File: src/rtl/packet_pkg.sv
// Shared definitions for the option-packet byte assembler and the downstream packet register.
package packet_pkg;

    localparam int unsigned DATASIZE  = 224;
    localparam int unsigned NBYTES    = DATASIZE / 8;
    localparam logic [7:0]  SYNC_BYTE = 8'hA5;

    typedef enum logic [1:0] {
        IDLE    = 2'd0,
        COLLECT = 2'd1,
        HOLD    = 2'd2,
        ISSUE   = 2'd3
    } asm_state_t;

    // Field positions inside the packet, most significant field first
    localparam int unsigned SPTPRICE_MSB   = 223;
    localparam int unsigned SPTPRICE_LSB   = 192;
    localparam int unsigned STRIKE_MSB     = 191;
    localparam int unsigned STRIKE_LSB     = 160;
    localparam int unsigned RATE_MSB       = 159;
    localparam int unsigned RATE_LSB       = 128;
    localparam int unsigned VOLATILITY_MSB = 127;
    localparam int unsigned VOLATILITY_LSB = 96;
    localparam int unsigned TIME_R_MSB     = 95;
    localparam int unsigned TIME_R_LSB     = 64;
    localparam int unsigned OTYPE_MSB      = 63;
    localparam int unsigned OTYPE_LSB      = 32;
    localparam int unsigned TIMET_MSB      = 31;
    localparam int unsigned TIMET_LSB      = 0;

    typedef struct packed {
        logic [31:0] sptprice;
        logic [31:0] strike;
        logic [31:0] rate;
        logic [31:0] volatility;
        logic [31:0] time_r;
        logic [31:0] otype;
        logic [31:0] timet;
    } option_pkt_t;

endpackage

File: src/rtl/packet_assembler_timer.sv
// byte_timeout_timer: saturating idle-clock counter; expired flags TIMEOUT_CYCLES-1 clocks without a clear.
module byte_timeout_timer #(
    parameter int unsigned TIMEOUT_CYCLES = 100000
) (
    input  logic clock,
    input  logic reset,
    input  logic clear,
    output logic expired
);

    localparam int unsigned CW = (TIMEOUT_CYCLES > 2) ? $clog2(TIMEOUT_CYCLES) : 1;
    localparam logic [CW-1:0] LAST = CW'(TIMEOUT_CYCLES - 1);

    logic [CW-1:0] count;
    logic [CW-1:0] count_next;

    // Saturate at LAST so a long silence never wraps back to a non-expired value
    always_comb begin
        count_next = count;
        if (clear)
            count_next = '0;
        else if (count != LAST)
            count_next = count + CW'(1);
    end

    always_ff @(posedge clock) begin
        if (reset) begin
            count   <= '0;
            expired <= 1'b0;
        end else begin
            count   <= count_next;
            expired <= (count_next == LAST);
        end
    end

endmodule

File: src/rtl/packet_assembler.sv
// Frames SYNC_BYTE-delimited byte stream into one DATASIZE-bit packet and hands it downstream.
// Optional trailing XOR checksum byte enabled by defining PKT_CHECKSUM_EN.
module packet_assembler #(
    parameter int unsigned DATASIZE       = packet_pkg::DATASIZE,
    parameter logic [7:0]  SYNC_BYTE      = packet_pkg::SYNC_BYTE,
    parameter int unsigned TIMEOUT_CYCLES = 100000
) (
    input  logic                clock,
    input  logic                reset,
    input  logic                byte_valid,
    input  logic [7:0]          byte_in,
    input  logic                hasUnusedData,
    output logic [DATASIZE-1:0] outD,
    output logic                en,
    output logic                busy,
    output logic                error,
    output logic                overrun
);

    localparam int unsigned NBYTES = DATASIZE / 8;
    localparam int unsigned CNT_W  = $clog2(NBYTES + 1);
    localparam logic [CNT_W-1:0] LAST_IDX = CNT_W'(NBYTES - 1);

    localparam logic [1:0] ST_IDLE    = 2'(packet_pkg::IDLE);
    localparam logic [1:0] ST_COLLECT = 2'(packet_pkg::COLLECT);
    localparam logic [1:0] ST_HOLD    = 2'(packet_pkg::HOLD);
    localparam logic [1:0] ST_ISSUE   = 2'(packet_pkg::ISSUE);

`ifdef PKT_CHECKSUM_EN
    // Full-width store: the packet is complete before the checksum byte arrives
    localparam int unsigned SR_W = DATASIZE;
    localparam logic [CNT_W-1:0] CHK_IDX = CNT_W'(NBYTES);
    logic [7:0] chk, chk_next;
`else
    localparam int unsigned SR_W = DATASIZE - 8;
`endif

    logic [1:0]          state, state_next;
    logic [SR_W-1:0]     sr, sr_next;
    logic [DATASIZE-1:0] shifted;
    logic [DATASIZE-1:0] outd_next;
    logic [CNT_W-1:0]    count, count_next;
    logic                en_next, error_next, overrun_next, busy_next;
    logic                timer_clear, timer_expired;

`ifdef PKT_CHECKSUM_EN
    assign shifted = {sr[DATASIZE-9:0], byte_in};
`else
    assign shifted = {sr, byte_in};
`endif

    // Timer only runs while collecting; any accepted byte restarts it
    assign timer_clear = (state != ST_COLLECT) || byte_valid;

    byte_timeout_timer #(
        .TIMEOUT_CYCLES (TIMEOUT_CYCLES)
    ) u_timer (
        .clock   (clock),
        .reset   (reset),
        .clear   (timer_clear),
        .expired (timer_expired)
    );

    always_comb begin
        state_next   = state;
        sr_next      = sr;
        count_next   = count;
        outd_next    = outD;
        en_next      = 1'b0;
        error_next   = 1'b0;
        overrun_next = 1'b0;
`ifdef PKT_CHECKSUM_EN
        chk_next     = chk;
`endif
        case (state)
            ST_IDLE: begin
                if (byte_valid && byte_in == SYNC_BYTE) begin
                    state_next = ST_COLLECT;
                    count_next = '0;
`ifdef PKT_CHECKSUM_EN
                    chk_next   = '0;
`endif
                end
            end
            ST_COLLECT: begin
                // A byte arriving on the expiry cycle takes priority over the timeout
                if (byte_valid) begin
`ifdef PKT_CHECKSUM_EN
                    if (count == CHK_IDX) begin
                        if (byte_in == chk) begin
                            outd_next  = sr;
                            state_next = ST_HOLD;
                        end else begin
                            error_next = 1'b1;
                            state_next = ST_IDLE;
                        end
                    end else begin
                        sr_next    = shifted;
                        count_next = count + CNT_W'(1);
                        chk_next   = chk ^ byte_in;
                    end
`else
                    sr_next    = shifted[SR_W-1:0];
                    count_next = count + CNT_W'(1);
                    if (count == LAST_IDX) begin
                        outd_next  = shifted;
                        state_next = ST_HOLD;
                    end
`endif
                end else if (timer_expired) begin
                    error_next = 1'b1;
                    state_next = ST_IDLE;
                end
            end
            ST_HOLD: begin
                overrun_next = byte_valid;
                if (!hasUnusedData) begin
                    state_next = ST_ISSUE;
                    en_next    = 1'b1;
                end
            end
            ST_ISSUE: begin
                overrun_next = byte_valid;
                state_next   = ST_IDLE;
            end
            default: state_next = ST_IDLE;
        endcase
        busy_next = (state_next != ST_IDLE);
    end

    always_ff @(posedge clock) begin
        if (reset) begin
            state   <= ST_IDLE;
            sr      <= '0;
            count   <= '0;
            outD    <= '0;
            en      <= 1'b0;
            busy    <= 1'b0;
            error   <= 1'b0;
            overrun <= 1'b0;
`ifdef PKT_CHECKSUM_EN
            chk     <= '0;
`endif
        end else begin
            state   <= state_next;
            sr      <= sr_next;
            count   <= count_next;
            outD    <= outd_next;
            en      <= en_next;
            busy    <= busy_next;
            error   <= error_next;
            overrun <= overrun_next;
`ifdef PKT_CHECKSUM_EN
            chk     <= chk_next;
`endif
        end
    end

endmodule

File: config.mk
export PLATFORM = sky130hd
export DESIGN_NAME = packet_assembler
export DESIGN_NICKNAME = d
export VERILOG_FILES = /design/src/rtl/packet_pkg.sv /design/src/rtl/packet_assembler_timer.sv /design/src/rtl/packet_assembler.sv
export SDC_FILE = /design/constraint.sdc
export NUM_CORES = 1
export LEC_CHECK = 0
export ABC_AREA = 0
export CORE_MARGIN = 2
export CORE_UTILIZATION = 30
export DETAILED_ROUTE_END_ITERATION = 10
export PLACE_DENSITY = 0.45
export SYNTH_ARGS = -nofsm -noshare
export SYNTH_HDL_FRONTEND = slang
export SYNTH_SLANG_ARGS = --single-unit
File: constraint.sdc
create_clock -name clock -period 2.5 [get_ports clock]
set_clock_uncertainty 0.2 [all_clocks]
set_input_delay 0.25 -clock clock [delete_from_list [all_inputs] [get_ports clock]]
set_output_delay 0.25 -clock clock [all_outputs]
set_load 0.02 [all_outputs]
# Yosys cells after proc, flatten, opt, wreduce, memory -nomap -nowiden

Index checks and enable logic that the tools add are counted.

Output and inout port bits: 228
Register bits after elaboration: 469
Input port bits: 12

Reductions and logical operators: 12
Bitwise operators: 3
Eq/ne operators: 10
Add/subtract/negate cells: 2
Mux-type cells: 13

Operators with widths:

| operator                                       | number |
|---|---|
| 2-to-1 mux 17 bit                              | 2 |
| adder 17 x 1 -> 17 bit (second input constant) | 1 |
| == test 17 bit (second input constant)         | 1 |
| != test 17 bit (second input constant)         | 1 |
| 2-to-1 mux 2 bit                               | 5 |
| 2-to-1 mux 5 bit                               | 2 |
| one-hot mux 5 bit (2 select lines)             | 1 |
| == test 8 bit (second input constant)          | 1 |
| one-hot mux 2 bit (4 select lines)             | 1 |
| AND reduction 3 bit                            | 2 |
| OR reduction 2 bit                             | 3 |
| adder 5 x 1 -> 5 bit (second input constant)   | 1 |
| == test 5 bit (second input constant)          | 1 |
| == test 2 bit (second input constant)          | 2 |
| != test 2 bit (second input constant)          | 2 |
| nonzero test 2 bit                             | 2 |
| NOT 1 bit                                      | 3 |
| OR reduction 3 bit                             | 1 |
| == test 2 x 1 -> 1 bit (second input constant) | 1 |
| zero test 2 bit                                | 1 |
| 2-to-1 mux 1 bit                               | 2 |
| != test 2 x 1 -> 1 bit (second input constant) | 1 |
| AND reduction 2 bit                            | 1 |
| logical AND 1 bit                              | 1 |
| logical OR 1 bit                               | 1 |

# Longest topological paths before layout

Gate-level depths: netlist of run 1.

Depth in word-level cells: 5
Mapped depth: 8
Gate-level depth less buffers: 6

# Hierarchy

Synthesis of run 1 repeated with hierarchy kept, for this count alone.

Cells, all modules: 2142
Area, all modules: 17399.2 um2

Modules (own cells, without submodules):

| module             | cells an instance | times used | area each (um2) |
|---|---|---|---|
| packet_assembler   | 2010              | 1          | 16325.7 |
| byte_timeout_timer | 132               | 1          | 1073.5 |

# Least setup slack after synthesis of run 1

Ideal clock, no wire load.

Path kind: register -> register
From: reg u_timer.count[0]
To: reg u_timer.expired
Arrival time: 1723 ps
Path buffers: 0
Setup time: 103 ps
Period minus slack after synthesis: 2027 ps
Stages on the path, launching flop included: 7
Path slack: 473 ps
Data required time: 2197 ps
Path through: dfxtp_1 > ha_1 > or3b_1 > o31a_1 > o41ai_1 > o2111ai_1 > a2111oi_2

Longest elaborated chain between the ends: 4

Ends and longest elaborated chain:

| item                                                            | line                                                       | text |
|---|---|---|
| start: declaration                                              | packet_assembler_timer.sv:14                               | `logic [CW-1:0] count;` |
| start signal: assignment                                        | packet_assembler_timer.sv:31                               | `count <= count_next;` |
| adder 17 x 1 -> 17 bit / != test 17 bit (equally long branches) | packet_assembler_timer.sv:23, packet_assembler_timer.sv:22 |  |
| 2-to-1 mux 17 bit (*)                                           | packet_assembler_timer.sv:22                               | `else if (count != LAST)` |
| 2-to-1 mux 17 bit (*)                                           | packet_assembler_timer.sv:20                               | `if (clear)` |
| == test 17 bit (*)                                              | packet_assembler_timer.sv:32                               | `expired <= (count_next == LAST);` |
| end signal: assignment                                          | packet_assembler_timer.sv:32                               |  |
| end: declaration                                                | packet_assembler_timer.sv:8                                | `output logic expired` |

Mark *: on every way between the ends. The rest lies on a longest branch, timed or not.
A chain may end at the register's enable or synchronous reset.

# Final worst setup path of run 1

Ends and elaborated chain as after synthesis.

==> impl_metrics.env, run 1 <==
export IMPL_diodes=0
export IMPL_num_nets_final=2262
export IMPL_use_met1_pct=23.8
export IMPL_hold_viol=0
export IMPL_post_route_drc_count=0
export IMPL_sw_frac_of_total_pct=21.2
export IMPL_synth_seq_cells=469
export IMPL_synthTopCellsByCount="nand2_1, dfxtp_1, a21oi_1"
export IMPL_utilization_pct=39.2
export IMPL_dpl_cell_area_um2=19500
export IMPL_ff_latch_area_um2=9390
export IMPL_num_vias=14000
export IMPL_combinationalPowerShare_pct=1.1
export IMPL_endpoint="u_timer.expired"
export IMPL_ys_warn_count=0
export IMPL_place_ws_ns=0.156
export IMPL_crit_cells=6
export IMPL_p_seq_share_pct=49.1
export IMPL_grtUsageMet2_pct=25.7
export IMPL_power_density_nw_per_um2=718
export IMPL_rr_startpoint="u_timer.count[0]"
export IMPL_fillers=5577
export IMPL_crit_family="compound AO/OA/AOI/OAI gates"
export IMPL_avgRoutedWirePerCell_um=16.2
export IMPL_cts_buffer_depth=3
export IMPL_ys_seq_area_share_pct=57.2
export IMPL_grt_remaining_overflow=0
export IMPL_required_ns=2.78
export IMPL_synth_cells=2075
export IMPL_cts_inserted_buffers=52
export IMPL_syn_nets=2089
export IMPL_synthesis_area_um2=16400
export IMPL_drive_above_1_share_pct=5.51
export IMPL_grt_max_degree=201
export IMPL_rsz0062_at_grt="false"
export IMPL_crit_chain="ha_2 > or3b_1 > o31a_1 > o41ai_1 > o2111ai_1 > a2111oi_2"
export IMPL_dpl_hpwl_mm=30.9
export IMPL_r2r_cells=6
export IMPL_cts_num_sinks=469
export IMPL_reg2reg_to="u_timer.expired"
export IMPL_power_switching_w=0.00323
export IMPL_finalSetupViolCount=0
export IMPL_slew_headroom_pct=35.8
export IMPL_use_met3_pct=3.33
export IMPL_area_growth_pct=29.1
export IMPL_netlist_area_leader_share_pct=57.2
export IMPL_grt_use_total_pct=16.6
export IMPL_min_from="hasUnusedData"
export IMPL_routed_wl_mm=48.5
export IMPL_setup_slack_ns=0.256
export IMPL_grt_most_used_layer="met2"
export IMPL_critical_path_class="flip-flop to flip-flop"
export IMPL_multi_input_area_um2=6400
export IMPL_gp_congestion=0.795
export IMPL_async_flop_share_pct=0
export IMPL_clk_latency_ns=0.59
export IMPL_antenna_found_initial=0
export IMPL_cp_max_fo=8
export IMPL_cp_arrival_ns=2.52
export IMPL_die_height_um=238
export IMPL_cp_start_kind="flip-flop"
export IMPL_cap_violations=0
export IMPL_yosys_top_cells_area="dfxtp_1, nand2_1, a21oi_1"
export IMPL_synth_area_per_cell_um2=7.92
export IMPL_tns_ns=0
export IMPL_critPathCaptureType="flip-flop"
export IMPL_total_power_w=0.0152
export IMPL_synth_edf_count=0
export IMPL_hold_depth=2
export IMPL_final_area_um2=21200
export IMPL_ir_worst_vdd_mv=0.499
export IMPL_period_share_pct=89.8
export IMPL_status="complete, no violations"
export IMPL_ant_nets=0
export IMPL_max_slew_worst_pin_slew_ns=0.964
export IMPL_critPathBufInv=0
export IMPL_fp_coreArea_um2=54000
export IMPL_cp_startpoint="u_timer.count[0]"
export IMPL_grt_pass1_vias=13200
export IMPL_clkPwrFrac_pct=49.8
export IMPL_ys_flop_type="dfxtp_1"
export IMPL_max_freq_mhz=446
export IMPL_htree_levels=2
export IMPL_period_minus_slack_ns=2.24
export IMPL_drtIter0Drc=948
export IMPL_start_util_pct=30.4
export IMPL_min_path_type="input pin to flip-flop"
export IMPL_final_max_slew_violation_count=0
export IMPL_root_buffer="clkbuf_16"
export IMPL_p_int_w=0.0120
export IMPL_path_clk_slew_ns=0.06
export IMPL_slowest_delay_ns=0.48
export IMPL_die_width_um=238
export IMPL_grt_pass1_wl_mm=75.3
export IMPL_slowest_stage="dfxtp_1"
export IMPL_numPortBuffers=239
export IMPL_synth_cell_types=48
export IMPL_vias_per_cell=4.69
export IMPL_tritoncts="yes"
export IMPL_synthMostInstantiatedCell="nand2_1"
export IMPL_first_pass_iters=5
export IMPL_synth_top_area_cell="dfxtp_1"
export IMPL_rows=85
export IMPL_ios=240
export IMPL_r2r_slack_ns=0.26
export IMPL_dieArea_um2=56600
export IMPL_p_leak_nw=6.72
-- metal layers --
metal  wire, µm  up-vias
li1           -     7051
met1      23400     6604
met2      21900      291
met3       2360       56
met4        795        0
met5          0        -
-- area by class of cell --
| type | instances | share of cell area (%) |
|---|---|---|
| Clock buffer | 77 | 7.15 |
| Clock inverter | 16 | 0.785 |
| Inverter | 3 | 0.0531 |
| Multi-Input combinational cell | 1452 | 30.2 |
| Sequential cell | 469 | 44.3 |
| Tap cell | 696 | 4.11 |
| Timing Repair Buffer | 270 | 13.4 |
-- worst min path at each step --
stage,endpoint
after floorplan,en
after global placement,outD[41]
after detailed placement,outD[187]
after CTS,outD[1]
after global routing,en
final,en
-- logic make-up (layout without fill, tap and decap cells) --
| family | count (synthesis) | after routing | synth area share, % |
|---|---|---|---|
| muxes | 2 | 2 | 0.122 |
| AOI/OAI and AO/OA | 460 | 460 | 14.3 |
| xor gates and xnor gates | 16 | 16 | 0.853 |
| DFF | 469 | 469 | 57.2 |
| adders and majority gates | 2 | 2 | 0.152 |
| buffers and inverters | 154 | 366 | 4.05 |
| and+or+nand+nor | 972 | 972 | 23.4 |
-- cell usage in the layout (no fill, tap or decap), types with 4 or more instances in the layout --
cell             count
nand2_1            893
dfxtp_1            469
a21oi_1            448
clkdlybuf4s50_1    238
clkbuf_16           53
nor2_1              24
buf_12              17
clkbuf_1            14
buf_4               13
xor2_1              11
clkinv_2            10
clkbuf_8            10
nand4_1              8
nand3_1              7
xnor2_1              5
nor3_1               4
-- metrics by stage --
step / std cells / hold slack, ns
floorplan: 2075 / 0.129
global placement: 2889 / 0.244
detailed placement: 2889 / 0.246
CTS: 2983 / 0.0848
global route: 2983 / 0.0941
finish: 2983 / 0.128
-- sequential cells by signal, indices dropped and copies added (netlist names), 2 cells and up --
name,cells
count,5
state,2
sr,216
u_timer.count,17
outD,224
-- power by group through the flow --
stage	registers, W	clock network (W)	logic (W)
after floorplan	0.00764	0	0.000103
after global routing	0.00747	0.00812	0.000188
after detailed placement	0.00764	0	0.000173
after global placement	0.00764	0	0.000174
after CTS	0.00747	0.00782	0.000175
final	0.00747	0.00758	0.000174
-- repair_timing --
item	4_1_cts	5_1_grt
endpoints found under the hold margin	18	0
setup buffers	0	0
hold buffers	1	0
setup endpoints to repair	0	1
gates resized for setup	0	1
Note: power is estimated with default switching activity, not from simulation.
==> inputs of run 2 (changes only) <==
--- a/config.mk
+++ b/config.mk
@@ -6,10 +6,10 @@
 export NUM_CORES = 1
 export LEC_CHECK = 0
 export ABC_AREA = 0
-export CORE_MARGIN = 2
 export CORE_UTILIZATION = 30
 export DETAILED_ROUTE_END_ITERATION = 10
 export PLACE_DENSITY = 0.45
+export SKIP_CTS_REPAIR_TIMING = 1
 export SYNTH_ARGS = -nofsm -noshare
 export SYNTH_HDL_FRONTEND = slang
 export SYNTH_SLANG_ARGS = --single-unit
==> impl_metrics.env, run 2 (synthesis results as in run 1) <==
export IMPL_first_pass_iters=5
export IMPL_area_growth_pct=29.9
export IMPL_antenna_found_initial=1
export IMPL_cts_num_sinks=469
export IMPL_utilization_pct=39.6
export IMPL_critPathCaptureType="flip-flop"
export IMPL_grt_max_degree=206
export IMPL_max_freq_mhz=457
export IMPL_post_route_drc_count=0
export IMPL_dpl_hpwl_mm=31.2
export IMPL_rsz0062_at_grt="false"
export IMPL_power_density_nw_per_um2=701
export IMPL_finalSetupViolCount=0
export IMPL_drive_above_1_share_pct=5.84
export IMPL_ios=240
export IMPL_cts_buffer_depth=3
export IMPL_start_util_pct=30.5
export IMPL_largest_register="outD"
export IMPL_final_common_cell="nand2_1"
export IMPL_num_nets_final=2273
export IMPL_status="complete, no violations"
export IMPL_rows=85
export IMPL_required_ns=2.79
export IMPL_ir_worst_vdd_mv=0.493
export IMPL_avgRoutedWirePerCell_um=16.0
export IMPL_die_width_um=236
export IMPL_path_clk_slew_ns=0.06
export IMPL_htree_levels=2
export IMPL_largest_reg_flops=224
export IMPL_dieArea_um2=55700
export IMPL_p_leak_nw=6.79
export IMPL_total_power_w=0.0150
export IMPL_grt_pass1_vias=13300
export IMPL_routed_wl_mm=47.9
export IMPL_cp_max_fo=28
export IMPL_drtIter0Drc=917
export IMPL_numPortBuffers=239
export IMPL_root_buffer="clkbuf_16"
export IMPL_die_height_um=236
export IMPL_num_vias=14000
export IMPL_min_path_type="input pin to flip-flop"
export IMPL_grt_use_total_pct=16.8
export IMPL_fillers=5464
export IMPL_final_max_slew_violation_count=0
export IMPL_fp_coreArea_um2=53900
export IMPL_period_share_pct=87.6
export IMPL_critical_path_class="flip-flop to flip-flop"
export IMPL_grt_remaining_overflow=0
export IMPL_vias_per_cell=4.69
export IMPL_ant_nets=0
export IMPL_grt_pass1_wl_mm=75.1
export IMPL_tritoncts="yes"
export IMPL_cp_start_kind="flip-flop"
export IMPL_final_cell_mix="nand2_1, dfxtp_1, a21oi_1, clkdlybuf4s50_1, clkbuf_16"
export IMPL_tns_ns=0
export IMPL_cap_violations=0
export IMPL_hold_viol=0
export IMPL_gp_congestion=0.787
export IMPL_max_slew_worst_pin_slew_ns=0.980
export IMPL_slew_headroom_pct=34.6
export IMPL_period_minus_slack_ns=2.19
export IMPL_top_regs="outD x224, sr x216, u_timer.count x17"
export IMPL_cts_inserted_buffers=50
export IMPL_cp_arrival_ns=2.48
export IMPL_clk_latency_ns=0.59
run 2: changes by cell type in the layout (fill, tap and decap cells not counted), sizes merged:
| cell | before | now |
|---|---|---|
| clkbuf | 77 | 78 |
| bufinv | 3 | 2 |
| diode | 0 | 1 |
| inv | 6 | 4 |
| clkinv | 10 | 8 |
| buf | 31 | 44 |
run 2: worst max-delay path, cell delays in order, from the launching register on:
cell,delay (ns)
dfxtp_1,0.37
ha_1,0.20
and4b_1,0.35
and3_4,0.35
buf_12,0.20
buf_12,0.19
nand2_1,0.08
a21oi_1,0.13
run 2: path summary, 6_finish.rpt:
kind	startpoint	end	slack (ns)	cells past startpoint
hold reg to reg	sr[211]	outD[219]	0.25	2
setup reg to reg	count[0]	outD[215]	0.31	7
setup / recovery	count[0]	outD[215]	0.31	7
hold / removal	hasUnusedData	en	0.07	2
run 2: routing by layer:
| layer | up-vias | part of all wire (%) | track usage [%] |
|---|---|---|---|
| met3 | 57 | 4.8 | 3.55 |
| li1 | 7090 | - | - |
| met2 | 263 | 45 | 26.0 |
| met1 | 6636 | 49 | 23.6 |
| met4 | 0 | 1.8 | 4.14 |
| met5 | - | 0 | 0 |
run 2: per-stage QoR:
step / instance area (µm²) / setup WS [ns] / hold slack (ns) / std cells
after floorplan: 16400 / 0.473 / 0.129 / 2075
after global placement: 19700 / 0.0623 / 0.241 / 2902
after detailed placement: 19700 / 0.0902 / 0.246 / 2902
after CTS: 21300 / 0.297 / -0.192 / 2991
after global routing: 21300 / 0.108 / 0.0384 / 2993
final: 21300 / 0.311 / 0.0660 / 2993
run 2: final cells by class:
class                           count  area, µm²  area share, %
Antenna cell                        1       2.50         0.0117
Clock buffer                       78       1500           7.01
Clock inverter                     11        131          0.616
Inverter                            3       11.3         0.0528
Multi-Input combinational cell   1452       6400           30.0
Sequential cell                   469       9390           44.0
Tap cell                          696        871           4.08
Timing Repair Buffer              283       3040           14.3
run 2: where the power goes:
group	total [W]	internal [W]	switching [W]
clock network	0.00732	0.00431	0.00301
logic	0.000177	0.0000375	0.000140
registers	0.00747	0.00747	0.000000171
==> inputs of run 3 (changes only) <==
--- a/config.mk
+++ b/config.mk
@@ -6,7 +6,9 @@
 export NUM_CORES = 1
 export LEC_CHECK = 0
 export ABC_AREA = 0
+export ABC_CLOCK_PERIOD_IN_PS = 2500
 export CORE_UTILIZATION = 30
+export CTS_CLUSTER_DIAMETER = 80
 export DETAILED_ROUTE_END_ITERATION = 10
 export PLACE_DENSITY = 0.45
 export SKIP_CTS_REPAIR_TIMING = 1
==> results of run 3 <==
Same layout as run 2: the final DEF is identical, and so are final timing and power.
